**config.mk**
```make
export PLATFORM = sky130hd
export DESIGN_NAME = cacheline_burst_adaptor
export DESIGN_NICKNAME = d
export VERILOG_FILES = /design/src/rtl/cacheline_burst_adaptor_pkg.sv /design/src/rtl/cacheline_burst_adaptor.sv
export SDC_FILE = /design/constraint.sdc
export NUM_CORES = 1
export LEC_CHECK = 0
export CORE_AREA = 2 2 275 277
export CTS_BUF_LIST = sky130_fd_sc_hd__clkbuf_4
export CTS_CLUSTER_DIAMETER = 80
export DETAILED_ROUTE_END_ITERATION = 8
export DIE_AREA = 0 0 277 279
export PLACE_DENSITY = 0.61
export SYNTH_ARGS = -nofsm -noshare
export SYNTH_HDL_FRONTEND = slang
export SYNTH_SLANG_ARGS = --single-unit
export TNS_END_PERCENT = 30
```
**constraint.sdc**
```tcl
create_clock -name clk -period 3.22 [get_ports clk]
set_input_delay 0.483 -clock clk [delete_from_list [all_inputs] [get_ports clk]]
set_output_delay 0.483 -clock clk [all_outputs]
set_load 0.1 [all_outputs]
```
**src/rtl/cacheline_burst_adaptor_pkg.sv**
```systemverilog
// Shared types for the cache-line burst adaptor: line/beat/address widths,
// the adaptor state encoding and small address/beat helpers.
package adaptor_types;

   localparam int BEATS    = 4;
   localparam int BEAT_W   = 64;
   localparam int OFFSET_W = 5;
   localparam int LINE_W   = BEATS * BEAT_W;
   localparam int ADDR_W   = 32;
   localparam int CNT_W    = 2;

   typedef logic [BEAT_W-1:0] beat_t;
   typedef logic [LINE_W-1:0] line_t;
   typedef logic [ADDR_W-1:0] addr_t;

   typedef enum logic [1:0] {
      ST_IDLE  = 2'd0,
      ST_READ  = 2'd1,
      ST_WRITE = 2'd2,
      ST_DONE  = 2'd3
   } adaptor_state_t;

   // Index of the final beat of a line; the counter wraps past it on exit.
   localparam logic [CNT_W-1:0] LAST_BEAT = CNT_W'(BEATS - 1);

   // Mask covering the byte-offset bits inside one cache line.
   localparam addr_t OFFSET_MASK = addr_t'((1 << OFFSET_W) - 1);

   // Clear the byte offset so the burst always starts on a line boundary.
   function automatic addr_t line_align(input addr_t a);
      return a & ~OFFSET_MASK;
   endfunction

   // Bit position of beat 'idx' inside a line.
   function automatic int beat_lsb(input logic [CNT_W-1:0] idx);
      return int'(idx) * BEAT_W;
   endfunction

endpackage

```
**src/rtl/cacheline_burst_adaptor.sv**
```systemverilog
// Cache-line to memory-burst adaptor.
// Takes one 256-bit line read or write from the arbiter, runs it as a
// 4-beat, 64-bit burst on the physical-memory bus, then pulses cache_resp
// for one cycle.
//
// Handshake: cache_read/cache_write are levels held by the arbiter until
// cache_resp and are only sampled in IDLE. On the memory side mem_read /
// mem_write stay high for the whole burst; every cycle with mem_resp=1
// moves exactly one beat (read beat valid on burst_i, or write beat on
// burst_o consumed). Cycles with mem_resp=0 are gaps and move nothing.
module cacheline_burst_adaptor
   import adaptor_types::*;
(
   input  logic  clk,
   input  logic  rst,
   input  addr_t cache_address,
   input  line_t cache_to_pmem,
   output line_t pmem_to_cache,
   input  logic  cache_read,
   input  logic  cache_write,
   output logic  cache_resp,
   input  beat_t burst_i,
   output beat_t burst_o,
   output addr_t mem_address,
   output logic  mem_read,
   output logic  mem_write,
   input  logic  mem_resp
);

   adaptor_state_t   state;
   adaptor_state_t   state_next;
   logic [CNT_W-1:0] cnt;
   addr_t            addr_q;
   line_t            wr_buf;
   line_t            rd_buf;
   logic             req_any;
   logic             req_accept;
   logic             in_burst;
   logic             beat_move;
   logic             last_beat;
   logic             req_conflict;

   assign req_any      = cache_read | cache_write;
   assign req_accept   = (state == ST_IDLE) && req_any;
   assign in_burst     = (state == ST_READ) || (state == ST_WRITE);
   assign beat_move    = in_burst && mem_resp;
   assign last_beat    = beat_move && (cnt == LAST_BEAT);
   assign req_conflict = cache_read & cache_write;

   // Read data is presented straight from the capture buffer, so it stays
   // valid after DONE until a later read overwrites its first beat.
   assign pmem_to_cache = rd_buf;

   // State register.
   always_ff @(posedge clk or negedge rst) begin
      if (!rst) begin
         state <= ST_IDLE;
      end else begin
         state <= state_next;
      end
   end

   // Next-state logic; a write wins when both requests are high.
   always_comb begin
      state_next = state;
      case (state)
         ST_IDLE: begin
            if (cache_write) begin
               state_next = ST_WRITE;
            end else if (cache_read) begin
               state_next = ST_READ;
            end
         end
         ST_READ: begin
            if (last_beat) begin
               state_next = ST_DONE;
            end
         end
         ST_WRITE: begin
            if (last_beat) begin
               state_next = ST_DONE;
            end
         end
         ST_DONE: begin
            state_next = ST_IDLE;
         end
         default: begin
            state_next = ST_IDLE;
         end
      endcase
   end

   // Output decode; every output is zero outside its owning state.
   always_comb begin
      mem_read    = 1'b0;
      mem_write   = 1'b0;
      mem_address = '0;
      burst_o     = '0;
      cache_resp  = 1'b0;
      case (state)
         ST_READ: begin
            mem_read    = 1'b1;
            mem_address = addr_q;
         end
         ST_WRITE: begin
            mem_write   = 1'b1;
            mem_address = addr_q;
            burst_o     = wr_buf[beat_lsb(cnt) +: BEAT_W];
         end
         ST_DONE: begin
            cache_resp = 1'b1;
         end
         default: begin
         end
      endcase
   end

   // Request capture and beat counter; the counter only moves mid-burst
   // and its natural 3->0 wrap coincides with leaving the burst.
   always_ff @(posedge clk or negedge rst) begin
      if (!rst) begin
         cnt    <= '0;
         addr_q <= '0;
         wr_buf <= '0;
      end else if (req_accept) begin
         cnt    <= '0;
         addr_q <= line_align(cache_address);
         if (cache_write) begin
            wr_buf <= cache_to_pmem;
         end
      end else if (beat_move) begin
         cnt <= cnt + 1'b1;
      end
   end

   // Read beat capture into the slot selected by the beat counter.
   always_ff @(posedge clk or negedge rst) begin
      if (!rst) begin
         rd_buf <= '0;
      end else if ((state == ST_READ) && mem_resp) begin
         rd_buf[beat_lsb(cnt) +: BEAT_W] <= burst_i;
      end
   end

   // Both requests high at once is an arbiter bug; the write still proceeds.
   a_no_dual_request : assert property (
      @(posedge clk) disable iff (!rst) !req_conflict
   ) else $warning("cache_read and cache_write both high; write taken");

endmodule

```
Word-level counts from Yosys, hierarchy flattened

Index checks and enable logic that the tools add are counted.
Widths: inputs -> output; s select.

Shifts and indexed selects: 3
Muxes and demuxes: 12
Bitwise operators: 1
Equal/unequal tests: 6
Reduce and logical (&&, ||, !) cells: 10
Add/sub/neg operators: 2

Operators by type and width:

| operator                  | number |
|---|---|
| $bwmux 256                | 1 |
| $shift 64x33->256 const A | 1 |
| $shiftx 256x9->64         | 1 |
| $shiftx 64x33->256        | 1 |
| $mux 64                   | 1 |
| $neg 8->33                | 1 |
| $mux 32                   | 1 |
| $mux 2                    | 5 |
| $eq 2x2->1 const B        | 3 |
| $pmux 2 s3                | 1 |
| $logic_and 1x1->1         | 4 |
| $reduce_and 2->1          | 2 |
| $mux 1                    | 3 |
| $ne 3x3->1 const B        | 1 |
| $add 2x1->2 const B       | 1 |
| $eq 2x1->1 const B        | 1 |
| $logic_not 2->1           | 1 |
| $ne 2x1->1 const B        | 1 |
| $reduce_bool 2->1         | 1 |
| $reduce_or 2->1           | 1 |
| $logic_or 1x1->1          | 1 |
| $or 1x1->1                | 1 |

Logic and storage cells: 39
Register bits: 543
Bits of input ports: 357
Output and inout bits: 355

Longest topological paths before layout

Gate-level depths: netlist (run 1).

Depth after elaboration: 6
Mapped depth: 9

Least setup slack after synthesis (run 1)

No wires, ideal clock.

Path kind: reg-to-output
Start: register state[0]
End: output port burst_o[10]
Buffers on the path: 2
Setup slack: 161 ps
Cell stages (with the launch flop): 6
Data required time: 2737 ps
Arrival time: 2576 ps
Cells stage by stage: dfrtp_1 > inv_1 > ha_1 > buf_1 > clkbuf_1 > and2_1

Cells in the longest elaborated chain, start to end: 2

Ends and longest elaborated chain:

| what                   | line                           | text |
|---|---|---|
| start, declared        | cacheline_burst_adaptor.sv:30  | `adaptor_state_t state;` |
| start signal, assigned | cacheline_burst_adaptor.sv:59  | `state <= state_next;` |
| $eq 2x2->1             | cacheline_burst_adaptor.sv:100 | `case (state)` |
| $mux 64                | cacheline_burst_adaptor.sv:100 |  |
| end, declared          | cacheline_burst_adaptor.sv:23  | `output beat_t burst_o,` |

Every way passes these cells.

Final worst setup path (run 1)

Start: register cnt[0]
End: output port burst_o[1]

Cells in the longest elaborated chain, start to end: 2

Ends and longest elaborated chain:

| what                   | line                           | text |
|---|---|---|
| start, declared        | cacheline_burst_adaptor.sv:32  | `logic [CNT_W-1:0] cnt;` |
| start signal, assigned | cacheline_burst_adaptor.sv:132 | `cnt <= cnt + 1'b1;` |
| $shiftx 256x9->64      | cacheline_burst_adaptor.sv:108 | `burst_o = wr_buf[beat_lsb(cnt) +: BEAT_W];` |
| $mux 64                | cacheline_burst_adaptor.sv:100 |  |

Every way passes these cells.

==> results of run 1 <==
[timing repair]
action / in CTS / in global routing
hold buffers: 3 / 0
setup buffers: 10 / 0
setup endpoints to repair: 91 / 44
gates resized for setup: 19 / 31
endpoints found under the hold margin: 475 / 0
cloned: 1 / 3
pin swaps: 1 / 3
[cells in the final DEF, fill, tap and decap left out, types with 4 or more instances in the layout]
cell,synthesis,layout
clkinv_1,0,15
ha_1,10,8
and2_1,92,75
nand3_2,1,4
buf_12,0,72
conb_1,1,5
buf_8,0,5
inv_1,6,5
buf_4,10,191
clkbuf_4,0,218
buf_6,7,15
nand2_1,6,5
dfrtp_1,543,541
mux2_2,285,285
diode_2,0,5
clkdlybuf4s50_1,0,468
mux4_2,64,64
a22o_1,256,256
and2_4,0,16
[sequential cells by signal (all words and copies together) (netlist names)]
register       flops
state              2
wr_buf           256
addr_q            27
pmem_to_cache    256
cnt                2
[layout make-up]
class                   count  share of cell area
repair buffers            759               0.245
well taps                 969              0.0372
clock inverters            29             0.00626
multi-input cells         740               0.243
flip-flops and latches    543               0.417
diodes                      5            0.000384
clock buffers             218              0.0502
inverters                   6            0.000691
[worst max path at each step]
stage,start,endpoint,slack [ps],cells after the start
after global routing,cnt[0],burst_o[56],-30,5
after detailed placement,cnt[0],pmem_to_cache[106],420,6
final,cnt[0],burst_o[1],160,5
after CTS,cnt[0],burst_o[14],-110,5
after global placement,cnt[0],pmem_to_cache[95],480,6
after floorplan,state[0],burst_o[10],160,5
[where the power goes]
part	switching, W	total (W)	internal [W]	leakage, nW
Clock	0.00291	0.00616	0.00325	1.09
Sequential	0.00120	0.0103	0.00912	6.92
Combinational	0.0116	0.0183	0.00670	6.50
[worst max-delay path: stages (launching register included)]
cell and delay, ps:
dfrtp_4 440, buf_12 170, buf_12 140, mux4_2 560
and2_4 180, buf_12 160
[cells by family after synthesis]
group	share of synthesized area
compound gates	0.103
xor+xnor	0.000398
fa+ha+maj	0.00569
buf+inv	0.0275
flops	0.618
mux	0.211
other cells	0.000170
simple gates	0.0341
[synthesized netlist by cell type, drive strengths merged]
cell	instances	area [um2]
buf	70	417
o21ai	2	10.0
nand3	6	35.0
ha	10	125
xnor2	1	8.76
nand4b	1	8.76
a21boi	1	7.51
nor4b	2	32.5
and2	92	576
nor3	1	5.00
conb	1	3.75
mux4	64	1440
a22o	256	2240
clkbuf	44	165
nor4	2	42.5
a22oi	1	7.51
inv	6	22.5
dfrtp	543	13600
nand2b	2	12.5
mux2	285	3210
nand2	6	22.5
nor2	2	7.51
nor3b	1	7.51
[metal layers]
layer / up-vias / global-route usage / share of wire / wire, um
met5: - / 0 / 0.0024 / 179
met3: 156 / 0.0857 / 0.10 / 7700
met2: 736 / 0.317 / 0.49 / 36900
li1: 6931 / - / - / -
met4: 28 / 0.0723 / 0.026 / 1950
met1: 8314 / 0.217 / 0.38 / 28200
[stage by stage]
stage	power, W	TNS (ps)	area, um2
after floorplan	0.0230	0	22000
after global routing	0.0364	-414	32600
after detailed placement	0.0282	0	30300
after global placement	0.0279	0	30300
final	0.0347	0	32600
after CTS	0.0349	-1350	32400
==> results by group, run 1 <==
Placement
  • HPWL Detailed: between 50000 and 60000 um
  • GPL Wtd Cong: 0.833
  • Pre-CTS WS: 422 ps
  • Buffers on Ports: around 700
  • Post-Place Cells: 3000

Timing
  • Worst Tran Pin Value: 1010 ps
  • Setup-failing EPs final: 0
  • Peak Freq: 327 MHz
  • Unrepaired setup endpoints after global routing: true
  • Final Cycle Share: 0.950
  • Pins Over Slew Limit: 0
  • Final setup margin: 162 ps
  • Final Hold Fails: 0
  • Hold_ws: 144 ps
  • Skew final: 56.9 ps
  • Minimum clock period: 3060 ps
  • Max-slew headroom: 0.322

Synthesis
  • #FFs+latches synth: 543
  • Post-Synthesis Cells: 1399
  • Sequential area share after synthesis: 0.618
  • Ys Warns: 0
  • Post-Syn Area: 22000 um2
  • Avg Inst Size Synth: 15.7 um2
  • Post-synth cell types: 28

GRT
  • Gr usage total: 0.192
  • Grt ovf: 0
  • Pin count of the biggest net entering global routing: 83
  • Initial antenna violation count: 21
  • First-pass GRT wire length: 112000 um
  • Vias in the first global route: 17700

Critical path
  • Worst r2r src: cnt[0]
  • Cell count of the worst reg-to-reg path: 8
  • Worst Setup End Kind: primary output
  • RR Endpoint: pmem_to_cache[48]
  • Worst Setup Start Kind: flop
  • Worst Path Arrival: 2570 ps
  • Reg2Reg Setup Slack: 600 ps
  • Worst setup path class: flop to primary output
  • CP Max Fanout: 8
  • Critical Path RT: 2740 ps

Detailed routing
  • Routed len/inst: 22.9 um
  • Detailed-route via count: 16200
  • Vias/cell: 4.94
  • Drt first pass iters: 5
  • WL final: approximately 75000 um
  • DRT antenna net count: 0
  • Initial DRC count: 650
  • DRC violation count after routing: 0

CTS
  • Deepest clock path buffer count: 3
  • CTS tree: yes
  • Clock Sinks: about 540
  • Root buffer cell: clkbuf_4
  • Clock transition at path regs: approximately 60 ps
  • Max H-tree Level: 4
  • TritonCTS Buffers: 152
  • Worst-Skew Late Latency: 900 ps

Cells and area
  • Layout area overhead: 48.1%
  • Area taken by multi-input logic gates: 7930 um2
  • Layout cells sized above 1: 0.393
  • Post-Layout Cell Count: 3269
  • Post-layout util: 0.440
  • Storage cell area: 13600 um2
  • Fillers: 6701
  • Nets: 2569

Power
  • Worst VDD drop: 632 uV
  • Leakage: 14.5 nW
  • Pwr Density: 1070 nW/um2

Die
  • Core Area: 74100 um2
  • Die ar.: around 77000 um2
  • Die Y: 279 um
  • Initial Utilization: 0.297
  • Die width: 277 um
  • FP Rows: 100
  • # IOs: 712

Flow run
  • Max cap viols: 0

Status
  • Status: finished clean

Hold path
  • HP Class: input port to asynchronous set/reset pin
Power figures use the tool's default switching activity.
==> run 2: changes to the inputs <==
- GPL_TIMING_DRIVEN: default -> 0
==> run 2 against run 1 <==
  * Sequential cell count did not move
  * Setup slack worse by 120 ps
  * Design area is 3.8% higher
  * Via count rose by 2.0%
  * Combinational power is 6% higher
  * Critical endpoint is now burst_o[43]
  * Largest power group unchanged
==> results by group, run 2 (same netlist as run 1, synthesis figures left out) <==
Status
  • Status: finished clean (unchanged)

Detailed routing
  • DRT antenna net count: 0 (unchanged)
  • Routed len/inst: 24.1 um (was 22.9 um)
  • Detailed-route via count: 16500 (was 16200)
  • DRC violation count after routing: 0 (unchanged)
  • Initial DRC count: 762 (was 650)
  • Drt first pass iters: 5 (unchanged)
  • Vias/cell: 4.87 (was 4.94)
  • WL final: 81700 um (was 75000 um)

Die
  • Die Y: 279 um (unchanged)
  • # IOs: 712 (unchanged)
  • Die width: 277 um (unchanged)
  • FP Rows: 100 (unchanged)
  • Initial Utilization: 0.297 (unchanged)
  • Die ar.: 77300 um2 (unchanged)
  • Core Area: 74100 um2 (unchanged)

Timing
  • Final Hold Fails: 0 (unchanged)
  • Pins Over Slew Limit: 0 (unchanged)
  • Peak Freq: 315 MHz (was 327 MHz)
  • Skew final: 65.5 ps (was 56.9 ps)
  • Minimum clock period: 3180 ps (was 3060 ps)
  • Final Cycle Share: 0.987 (was 0.950)
  • Final setup margin: 42.0 ps (was 162 ps)
  • Fin Setup TNS: 0 ps (unchanged)
  • Unrepaired setup endpoints after global routing: true (unchanged)
  • Setup-failing EPs final: 0 (unchanged)
  • Worst Tran Pin Value: 1250 ps (was 1010 ps)
  • Max-slew headroom: 0.171 (was 0.322)

Critical path
  • Most used cell, CP: buf_12 (unchanged)
  • CP Max Fanout: 5 (was 8)
  • Critical Path RT: 2740 ps (about the same)
  • Peak per-stage delay on the critical path: 480 ps (was 560 ps)
  • Worst Path Arrival: 2690 ps (was 2570 ps)
  • Worst setup path class: flop to primary output (unchanged)
  • Crit path max-delay family: buffers and inverters (was multiplexers)
  • Worst Setup End Kind: primary output (unchanged)
  • Critical Path Slowest Stage Cell: mux4_2 (unchanged)
  • Worst path cell trace: buf_6 > buf_12 > buf_12 > buf_16 > mux4_2 > and2_4 > buf_12 (was buf_12 > buf_12 > mux4_2 > and2_4 > buf_12)
  • CP bufs+invs: 5 (was 3)
  • Worst Setup Start Kind: flop (unchanged)

Cells and area
  • Storage cell area: 13600 um2 (about the same)
  • Nets: 2688 (was 2569)
  • Most frequent cells in the layout: clkdlybuf4s50_1 (601), dfrtp_1 (542), mux2_2 (285), a22o_1 (256), clkbuf_4 (215) (was dfrtp_1 (541), clkdlybuf4s50_1 (468), mux2_2 (285), a22o_1 (256), clkbuf_4 (218))
  • Most common cell after layout, fill and taps aside: clkdlybuf4s50_1 (was dfrtp_1)
  • Fillers: 6650 (was 6701)
  • Area taken by multi-input logic gates: 7990 um2 (was 7930 um2)
  • Layout area overhead: 53.8% (was 48.1%)
  • Design area: 33800 um2 (was 32600 um2)
  • Layout cells sized above 1: 0.347 (was 0.393)

CTS
  • Clock Sinks: 543 (unchanged)
  • Worst-Skew Late Latency: 930 ps (was 900 ps)
  • Max H-tree Level: 4 (unchanged)
  • Root buffer cell: clkbuf_4 (unchanged)
  • Deepest clock path buffer count: 3 (unchanged)
  • Clock transition at path regs: 60 ps (about the same)
  • TritonCTS Buffers: 150 (was 152)
  • CTS tree: yes (unchanged)

GRT
  • Vias in the first global route: 18400 (was 17700)
  • GR Util met2: 0.364 (was 0.317)
  • GRT met1 Usage: 0.231 (was 0.217)
  • Pin count of the biggest net entering global routing: 127 (was 83)
  • Met3 GRT Util: 0.0864 (was 0.0857)
  • GR peak layer: met2 (unchanged)
  • Gr usage total: 0.210 (was 0.192)
  • Initial antenna violation count: 26 (was 21)
  • First-pass GRT wire length: 121000 um (was 112000 um)
  • Grt ovf: 0 (unchanged)

Power
  • Combinational fraction of design power: 0.541 (was 0.526)
  • Psw: 0.0161 W (was 0.0157 W)
  • Total power: 0.0358 W (was 0.0347 W)
  • Worst VDD drop: 634 uV (was 632 uV)
  • Register share of total power: 0.289 (was 0.297)
  • Leakage: 14.7 nW (was 14.5 nW)
  • Pwr Density: 1060 nW/um2 (was 1070 nW/um2)
  • Clock network power share: 0.170 (was 0.177)
  • Internal Pwr Total: 0.0197 W (was 0.0191 W)
  • Switching share of power: 0.450 (was 0.451)

Placement
  • Pre-CTS WS: -869 ps (was 422 ps)
  • GPL Wtd Cong: 0.870 (was 0.833)
  • Dpl cell area: 30300 um2 (about the same)
  • Buffers on Ports: 700 (was 701)
  • HPWL Detailed: 60200 um (was 52100 um)

Hold path
  • HP Class: input port to flop (was input port to asynchronous set/reset pin)

Flow run
  • Max cap viols: 0 (unchanged)
==> run 2: cell count changes in the layout (fill, tap and decap cells not counted), sizes merged, moves of 2 or more <==
cell	before	now
clkinv	19	21
clkdlybuf4s50	468	601
dlygate4sd3	3	45
clkbuf	220	253
buf	286	184
dlygate4sd2	0	5
==> run 2: cell type report <==
type | count | area share
sequential | 543 | 0.402
timing repair buffer | 770 | 0.252
multi-input combinational | 740 | 0.236
clock buffer | 209 | 0.0464
tap | 969 | 0.0358
buffer | 110 | 0.0205
clock inverter | 32 | 0.00644
inverter | 6 | 0.000666
antenna | 6 | 0.000444
==> run 2: path summary, 6_finish.rpt <==
path                                         start                 end  slack (ps)  depth (start not counted)
worst max-delay path                        cnt[0]         burst_o[43]          40                          7
worst min-delay path            cache_to_pmem[131]         wr_buf[131]         170                          2
worst max register to register              cnt[1]  pmem_to_cache[124]         210                          8
worst min register to register          addr_q[11]          addr_q[11]         500                          1
max in group asynchronous                      rst   pmem_to_cache[78]         430                          6
min in group asynchronous                      rst          wr_buf[37]         650                          3
==> run 2: what timing repair did <==
item | 4_1_cts | 5_1_grt
hold buffers | 45 | 0
setup endpoints to repair | 351 | 81
pin swaps | 29 | 8
cloned | 7 | 1
endpoints found under the hold margin | 132 | 0
buffers inserted | 12 | 5
resized for setup | 846 | 61
==> run 2: power by group through the flow <==
stage               Clock (W)  Combinational, W  Sequential, W
floorplan                   0            0.0100         0.0130
global placement            0            0.0172         0.0104
detailed placement          0            0.0174         0.0104
CTS                   0.00631            0.0193         0.0103
global route          0.00670            0.0201         0.0106
finish                0.00607            0.0194         0.0103
==> run 2: routing by layer <==
| metal | routed length, um | vias to the layer above |
|---|---|---|
| met5 | 243 | - |
| li1 | - | 7139 |
| met3 | 7480 | 178 |
| met2 | 41500 | 699 |
| met4 | 2090 | 38 |
| met1 | 30400 | 8441 |
==> run 2: stage by stage <==
step,hold slack [ps],std cells,utilization
after global routing,43.8,3382,0.457
after CTS,0.222,3380,0.455
final,167,3385,0.457
after floorplan,187,1403,-
after detailed placement,485,3076,0.410
after global placement,481,3072,0.408
